[src/rtl/button_debounce_repeat_pkg.sv]
// Shared definitions for the push-button front end: channel states, key indices,
// default timing constants and small elaboration helpers.
package button_debounce_repeat_pkg;

   typedef enum logic [2:0] {
      ST_ARM        = 3'd0,
      ST_IDLE       = 3'd1,
      ST_DB_PRESS   = 3'd2,
      ST_PRESSED    = 3'd3,
      ST_DB_RELEASE = 3'd4
   } chan_state_t;

   localparam int BTN_PREV   = 0;
   localparam int BTN_NEXT   = 1;
   localparam int BTN_OK     = 2;
   localparam int BTN_CANCEL = 3;

   localparam int DEF_N_BUTTONS           = 4;
   localparam int DEF_DEBOUNCE_CYCLES     = 500000;
   localparam int DEF_REPEAT_DELAY_CYCLES = 25000000;
   localparam int DEF_REPEAT_RATE_CYCLES  = 5000000;
   localparam logic [3:0] DEF_REPEAT_MASK = 4'b0011;

   // One counter width serves every timing constant so the counters never wrap.
   function automatic int cnt_width(input int a, input int b, input int c);
      int m;
      m = a;
      if (b > m) m = b;
      if (c > m) m = c;
      return (m < 2) ? 1 : $clog2(m);
   endfunction

   function automatic logic is_held(input chan_state_t s);
      return (s == ST_PRESSED) || (s == ST_DB_RELEASE);
   endfunction

endpackage

[src/rtl/button_debounce_repeat_channel_fsm.sv]
// One key channel: 2-FF synchroniser, arm/debounce FSM and auto-repeat timer.
// pulse and level are next-cycle values; the top level registers them.
module button_debounce_repeat_channel_fsm
   import button_debounce_repeat_pkg::*;
#(
   parameter bit ACTIVE_LOW          = 1'b1,
   parameter int DEBOUNCE_CYCLES     = DEF_DEBOUNCE_CYCLES,
   parameter int REPEAT_DELAY_CYCLES = DEF_REPEAT_DELAY_CYCLES,
   parameter int REPEAT_RATE_CYCLES  = DEF_REPEAT_RATE_CYCLES,
   parameter bit REPEAT_EN           = 1'b0,
   parameter int CNT_W               = cnt_width(DEF_DEBOUNCE_CYCLES, DEF_REPEAT_DELAY_CYCLES,
                                                 DEF_REPEAT_RATE_CYCLES)
) (
   input  logic clk,
   input  logic rst_n,
   input  logic en,
   input  logic key,
   output logic pulse,
   output logic level
);

   localparam logic [CNT_W-1:0] DB_LAST    = CNT_W'(DEBOUNCE_CYCLES - 1);
   localparam logic [CNT_W-1:0] DELAY_LAST = CNT_W'(REPEAT_DELAY_CYCLES - 1);
   localparam logic [CNT_W-1:0] RATE_LAST  = CNT_W'(REPEAT_RATE_CYCLES - 1);
   localparam logic [CNT_W-1:0] CNT_ONE    = CNT_W'(1);

   logic sync_meta;
   logic sync_key;
   logic pressed;

   chan_state_t state;
   chan_state_t state_next;
   logic [CNT_W-1:0] cnt;
   logic [CNT_W-1:0] cnt_next;
   logic [CNT_W-1:0] rcnt;
   logic [CNT_W-1:0] rcnt_next;
   logic repeating;
   logic repeating_next;

   // Synchroniser idles at the released level and keeps running while disabled.
   always_ff @(posedge clk or negedge rst_n) begin
      if (!rst_n) begin
         sync_meta <= ACTIVE_LOW;
         sync_key  <= ACTIVE_LOW;
      end else begin
         sync_meta <= key;
         sync_key  <= sync_meta;
      end
   end

   assign pressed = sync_key ^ ACTIVE_LOW;

   always_ff @(posedge clk or negedge rst_n) begin
      if (!rst_n) begin
         state     <= ST_ARM;
         cnt       <= '0;
         rcnt      <= '0;
         repeating <= 1'b0;
      end else begin
         state     <= state_next;
         cnt       <= cnt_next;
         rcnt      <= rcnt_next;
         repeating <= repeating_next;
      end
   end

   // After the first repeat the timer reloads to 0 and compares against the rate instead.
   always_comb begin
      state_next     = state;
      cnt_next       = cnt;
      rcnt_next      = rcnt;
      repeating_next = repeating;
      pulse          = 1'b0;
      if (!en) begin
         state_next     = ST_ARM;
         cnt_next       = '0;
         rcnt_next      = '0;
         repeating_next = 1'b0;
      end else begin
         case (state)
            ST_ARM: begin
               if (pressed) begin
                  cnt_next = '0;
               end else if (cnt == DB_LAST) begin
                  state_next = ST_IDLE;
                  cnt_next   = '0;
               end else begin
                  cnt_next = cnt + CNT_ONE;
               end
            end
            ST_IDLE: begin
               if (pressed) begin
                  state_next = ST_DB_PRESS;
                  cnt_next   = '0;
               end
            end
            ST_DB_PRESS: begin
               if (!pressed) begin
                  state_next = ST_IDLE;
               end else if (cnt == DB_LAST) begin
                  state_next     = ST_PRESSED;
                  pulse          = 1'b1;
                  cnt_next       = '0;
                  rcnt_next      = '0;
                  repeating_next = 1'b0;
               end else begin
                  cnt_next = cnt + CNT_ONE;
               end
            end
            ST_PRESSED: begin
               if (!pressed) begin
                  state_next = ST_DB_RELEASE;
                  cnt_next   = '0;
               end else if (REPEAT_EN) begin
                  if (rcnt == (repeating ? RATE_LAST : DELAY_LAST)) begin
                     pulse          = 1'b1;
                     rcnt_next      = '0;
                     repeating_next = 1'b1;
                  end else begin
                     rcnt_next = rcnt + CNT_ONE;
                  end
               end
            end
            ST_DB_RELEASE: begin
               if (pressed) begin
                  state_next     = ST_PRESSED;
                  rcnt_next      = '0;
                  repeating_next = 1'b0;
               end else if (cnt == DB_LAST) begin
                  state_next = ST_IDLE;
                  cnt_next   = '0;
               end else begin
                  cnt_next = cnt + CNT_ONE;
               end
            end
            default: begin
               state_next     = ST_ARM;
               cnt_next       = '0;
               rcnt_next      = '0;
               repeating_next = 1'b0;
            end
         endcase
      end
   end

   assign level = is_held(state_next);

endmodule

[src/rtl/button_debounce_repeat.sv]
// Front end for the menu push-buttons: per-key debounce/repeat channels feeding a
// lowest-index arbiter, so at most one press pulse leaves per clock.
module button_debounce_repeat
   import button_debounce_repeat_pkg::*;
#(
   parameter int N_BUTTONS                   = DEF_N_BUTTONS,
   parameter bit ACTIVE_LOW                  = 1'b1,
   parameter int DEBOUNCE_CYCLES             = DEF_DEBOUNCE_CYCLES,
   parameter int REPEAT_DELAY_CYCLES         = DEF_REPEAT_DELAY_CYCLES,
   parameter int REPEAT_RATE_CYCLES          = DEF_REPEAT_RATE_CYCLES,
   parameter logic [N_BUTTONS-1:0] REPEAT_MASK = N_BUTTONS'(DEF_REPEAT_MASK)
) (
   input  logic                 clk,
   input  logic                 rst_n,
   input  logic                 en,
   input  logic [N_BUTTONS-1:0] iButton,
   output logic [N_BUTTONS-1:0] oButton,
   output logic [N_BUTTONS-1:0] oLevel
);

   localparam int CNT_W = cnt_width(DEBOUNCE_CYCLES, REPEAT_DELAY_CYCLES, REPEAT_RATE_CYCLES);

   logic [N_BUTTONS-1:0] raw_pulse;
   logic [N_BUTTONS-1:0] level_next;
   logic [N_BUTTONS-1:0] grant;

   for (genvar g = 0; g < N_BUTTONS; g++) begin : g_chan
      button_debounce_repeat_channel_fsm #(
         .ACTIVE_LOW          (ACTIVE_LOW),
         .DEBOUNCE_CYCLES     (DEBOUNCE_CYCLES),
         .REPEAT_DELAY_CYCLES (REPEAT_DELAY_CYCLES),
         .REPEAT_RATE_CYCLES  (REPEAT_RATE_CYCLES),
         .REPEAT_EN           (REPEAT_MASK[g]),
         .CNT_W               (CNT_W)
      ) u_chan (
         .clk   (clk),
         .rst_n (rst_n),
         .en    (en),
         .key   (iButton[g]),
         .pulse (raw_pulse[g]),
         .level (level_next[g])
      );
   end

   // Simultaneous pulses from higher-index keys are dropped, not queued.
   always_comb begin
      logic found;
      grant = '0;
      found = 1'b0;
      for (int i = 0; i < N_BUTTONS; i++) begin
         if (raw_pulse[i] && !found) begin
            grant[i] = 1'b1;
            found    = 1'b1;
         end
      end
   end

   always_ff @(posedge clk or negedge rst_n) begin
      if (!rst_n) begin
         oButton <= '0;
         oLevel  <= '0;
      end else begin
         oButton <= en ? grant : '0;
         oLevel  <= en ? level_next : '0;
      end
   end

endmodule

[config.mk]
export PLATFORM = sky130hd
export DESIGN_NAME = button_debounce_repeat
export DESIGN_NICKNAME = d
export VERILOG_FILES = /design/src/rtl/button_debounce_repeat_pkg.sv /design/src/rtl/button_debounce_repeat_channel_fsm.sv /design/src/rtl/button_debounce_repeat.sv
export SDC_FILE = /design/constraint.sdc
export NUM_CORES = 1
export LEC_CHECK = 0
export ABC_AREA = 1
export BUFFER_PORTS_ARGS = -buffer_cell sky130_fd_sc_hd__buf_2
export CORE_UTILIZATION = 65
export DETAILED_ROUTE_END_ITERATION = 10
export PLACE_DENSITY = 0.93
export RECOVER_POWER = 25
export SLEW_MARGIN = 20
export SYNTH_ARGS = -nofsm -noshare
export SYNTH_HDL_FRONTEND = slang
export SYNTH_SLANG_ARGS = --single-unit
[constraint.sdc]
create_clock -name clk -period 3.5 [get_ports clk]
set_input_delay 0.175 -clock clk [delete_from_list [all_inputs] [get_ports clk]]
set_output_delay 0.175 -clock clk [all_outputs]
set_load 0.03 [all_outputs]
==> metrics.md <==
| Metric | Value |
|---|---|
| Register area share after synthesis | 38.3% |
| P_leak | 5.83 nW |
| Vias in the first global route | around 11000 |
| Synth Area per Inst | approximately 6.6 um^2 |
| CTS sink count | 180 |
| Hold-fix buffers, CTS | 5 |
| Worst slew pin tran | 1950 ps |
| Top cell type's share of synthesized area | 36.5% |
| Area taken by multi-input logic gates | 6160 um^2 |
| RSZ-0062 raised after global routing | no |
| Warnings, synthesis | 0 |
| Input/output buffers | 14 |
| Flop-to-flop setup slack | 1130 ps |
| Cells after Synth | around 1800 |
| Vias per cell | around 5.7 |
| Cell Rows | 48 |
| I/O pin cnt | 15 |
| CTS Buf Count | 17 |
| CP startpoint kind | flop |
| Die Area | around 19000 um^2 |
| Synth area leaders | dfrtp_1, nand2_1, nor2_1 |
| Final Hold Fails | 0 |
| Storage cell area | 4510 um^2 |
| MaxCap Viol Count | 1 |
| Max VDD drop | 0.478 mV |
| Worst Hold Class | in -> reg |
| ANT cells | 0 |
| Grt total ovfl | 0 |
| Delay of the slowest critical-path stage | 730 ps |
| Synthesized flop and latch total | 180 |
| CTS Buffer Depth | 2 |
| Root Driver | clkbuf_16 |
| Final Cell Area | 12600 um^2 |
| WL per Instance | 14.4 um |
| Dpl cell area | 12000 um^2 |
| Slew headroom | -30.0% |
| First-pass GRT wire length | 48400 um |
| Chip width | 137 um |
| Yosys top cell by area | dfrtp_1 |
| WP data required | around 3800 ps |
| PwrDens | 340 nW/um^2 |
| Post-detailed-routing wire length | about 29000 um |
| Final ANT Viol Nets | 0 |
| Crit path buf inv count | 0 |
| Via Count | about 12000 |
| Count leader, synth | nand2_1 |
| Critical path type | reg -> reg |
| Synth cell count leaders | nand2_1, nor2_1, inv_1 |
| # DRC | 0 |
| 1st-iter DRT viols | 970 |
| # setup viols final | 0 |
| Syn Nets | 1794 |
| PostCTS Resize Cnt | 0 |
| Setup_tns | 0 ps |
| Fmax | 0.422 GHz |
| Largest net degree at the start of global routing | 79 |
| Worst path cell trace | ha_1 -> nand3_1 -> nor3_1 -> nand3_1 -> nor2_1 -> nor2_1 -> nand4_1 -> nand2_1 |
| Postcts setup bufs | 0 |
| Share of post-route cells with drive strength above 1 | 5.56% |
| Final Cycle Share | roughly two thirds |
| Post-synth cell types | 48 |
| Crit-path slowest cell | nor2_1 |
| Layout area overhead | 6.91% |
| Failing checks | capacitance limit, slew limit |
| Initial antenna violation count | 0 |
| H-tree levels | 4 |
| Hpwl dp | around 21000 um |
| CP Data Arrival Time | between 2000 and 3000 ps |
| Die height | 137 um |
| Clk slew on worst S/H paths | 70 ps |
| Clock skew | 10.7 ps |
| CTS tree | built |
| Core Region | 17500 um^2 |
| Post-layout min period | about 2400 ps |
| CP Capture Type | flop |
| Pins over their slew limit | 79 |
| Async S/R FF share, synth | 100% |
| Ys flop type | dfrtp_1 |
| Tot Pwr | 4.29 mW |
| Top delay family on crit path | simple AND/OR/NAND/NOR gates |
| Worst hold slack | 212 ps |
| EDFF count, synth | 0 |
| Drt pass-1 iters | 6 |
| GRT Total Usage | 32.5% |
| Number of fill cells in the layout | 1368 |
| Largest fanout on the critical path | 12 |
| Nets@finish | 1800 |
| Cell area after synthesis | 11800 um^2 |
| Latest clock arrival within the worst-skew pair | between 400 and 500 ps |
| Status | complete, but fails checks |
| Initial Utilization | 67.5% |
| GP Congestion | 1.03 |
[state kept, by name, indices dropped and copies added (netlist names)]
| signal | flops |
|---|---|
| g_chan.u_chan.repeating | 2 |
| g_chan.u_chan.sync_key | 4 |
| oButton | 4 |
| g_chan.u_chan.sync_meta | 4 |
| g_chan.u_chan.cnt | 100 |
| oLevel | 4 |
| g_chan.u_chan.state | 12 |
| g_chan.u_chan.rcnt | 50 |
[cell families (layout without fill, tap and decap cells)]
logic type / after synthesis / count (layout) / share of synthesized area (%)
xor+xnor: 54 / 54 / 4.01
simple gates: 1087 / 1087 / 39.3
buf+inv: 282 / 300 / 9.47
fa+ha+maj: 6 / 6 / 0.637
flops: 180 / 180 / 38.3
compound gates: 172 / 172 / 8.29
[per-stage QoR]
step	cells	setup slack (ps)	util [%]
detailed placement	1988	1230	68.7
finish	2024	1130	72.1
CTS	2024	1200	72.2
global placement	1988	1310	68.7
global route	2024	858	72.1
floorplan	1781	1800	-
[layout by cell type (no fill, tap or decap), types with 6 or more instances in the layout]
| cell | count |
|---|---|
| ha_1 | 6 |
| a31oi_1 | 8 |
| a21oi_1 | 59 |
| buf_4 | 6 |
| nand2_2 | 7 |
| nand4_1 | 63 |
| nor2_2 | 11 |
| clkbuf_16 | 17 |
| o21bai_1 | 7 |
| inv_1 | 234 |
| dfrtp_1 | 172 |
| o21ai_1 | 11 |
| o21ai_0 | 47 |
| inv_2 | 8 |
| o22ai_1 | 23 |
| clkbuf_1 | 9 |
| nand3_2 | 6 |
| nand2_1 | 505 |
| nor3_1 | 53 |
| xnor2_1 | 6 |
| nand3_1 | 133 |
| xor2_1 | 48 |
| nor2_1 | 291 |
| dfstp_2 | 7 |
[metal layers]
layer  GRT usage, %  up-vias  part of all wire [%]
met5              0        -                     0
met4           15.7        0                   3.3
met3           4.93       86                   5.9
met2           55.1      451                    49
met1           40.5     5337                    42
li1               -     5691                     -
[area by class of cell]
| cell class | count | share of cell area, % |
|---|---|---|
| Clock buffer | 18 | 3.40 |
| Multi-Input combinational cell | 1319 | 48.9 |
| Timing Repair Buffer | 25 | 1.23 |
| Sequential cell | 180 | 35.8 |
| Inverter | 244 | 7.28 |
| Clock inverter | 13 | 1.17 |
| Tap cell | 225 | 2.23 |
[worst reg2reg max path, cell delays in order, from the launching register on]
cell and delay [ps]:
dfrtp_1 450, ha_1 250, nand3_1 210, nor3_1 240
nand3_1 100, nor2_1 730, nor2_1 110, nand4_1 120
nand2_1 50
[power by group]
| group | switching (mW) | internal (mW) |
|---|---|---|
| combinational | 0.184 | 0.0571 |
| clock | 0.866 | 1.06 |
| sequential | 0.0238 | 2.10 |
| total | 1.07 | 3.21 |
[worst paths after layout]
check	depth (start not counted)	endpoint	start
max	8	g_chan[0].u_chan.rcnt[9]$_DFFE_PN0P_	g_chan[0].u_chan.rcnt[0]$_DFFE_PN0P_
min in group asynchronous	2	g_chan[1].u_chan.cnt[24]$_DFFE_PN0P_	rst_n
max in group asynchronous	3	g_chan[0].u_chan.rcnt[10]$_DFFE_PN0P_	rst_n
min	3	g_chan[1].u_chan.state[0]$_DFF_PN0_	en
min reg2reg	0	g_chan[1].u_chan.sync_key$_DFF_PN1_	g_chan[1].u_chan.sync_meta$_DFF_PN1_
max reg2reg	8	g_chan[0].u_chan.rcnt[9]$_DFFE_PN0P_	g_chan[0].u_chan.rcnt[0]$_DFFE_PN0P_
No activity file was read; power rests on OpenSTA's default activity.
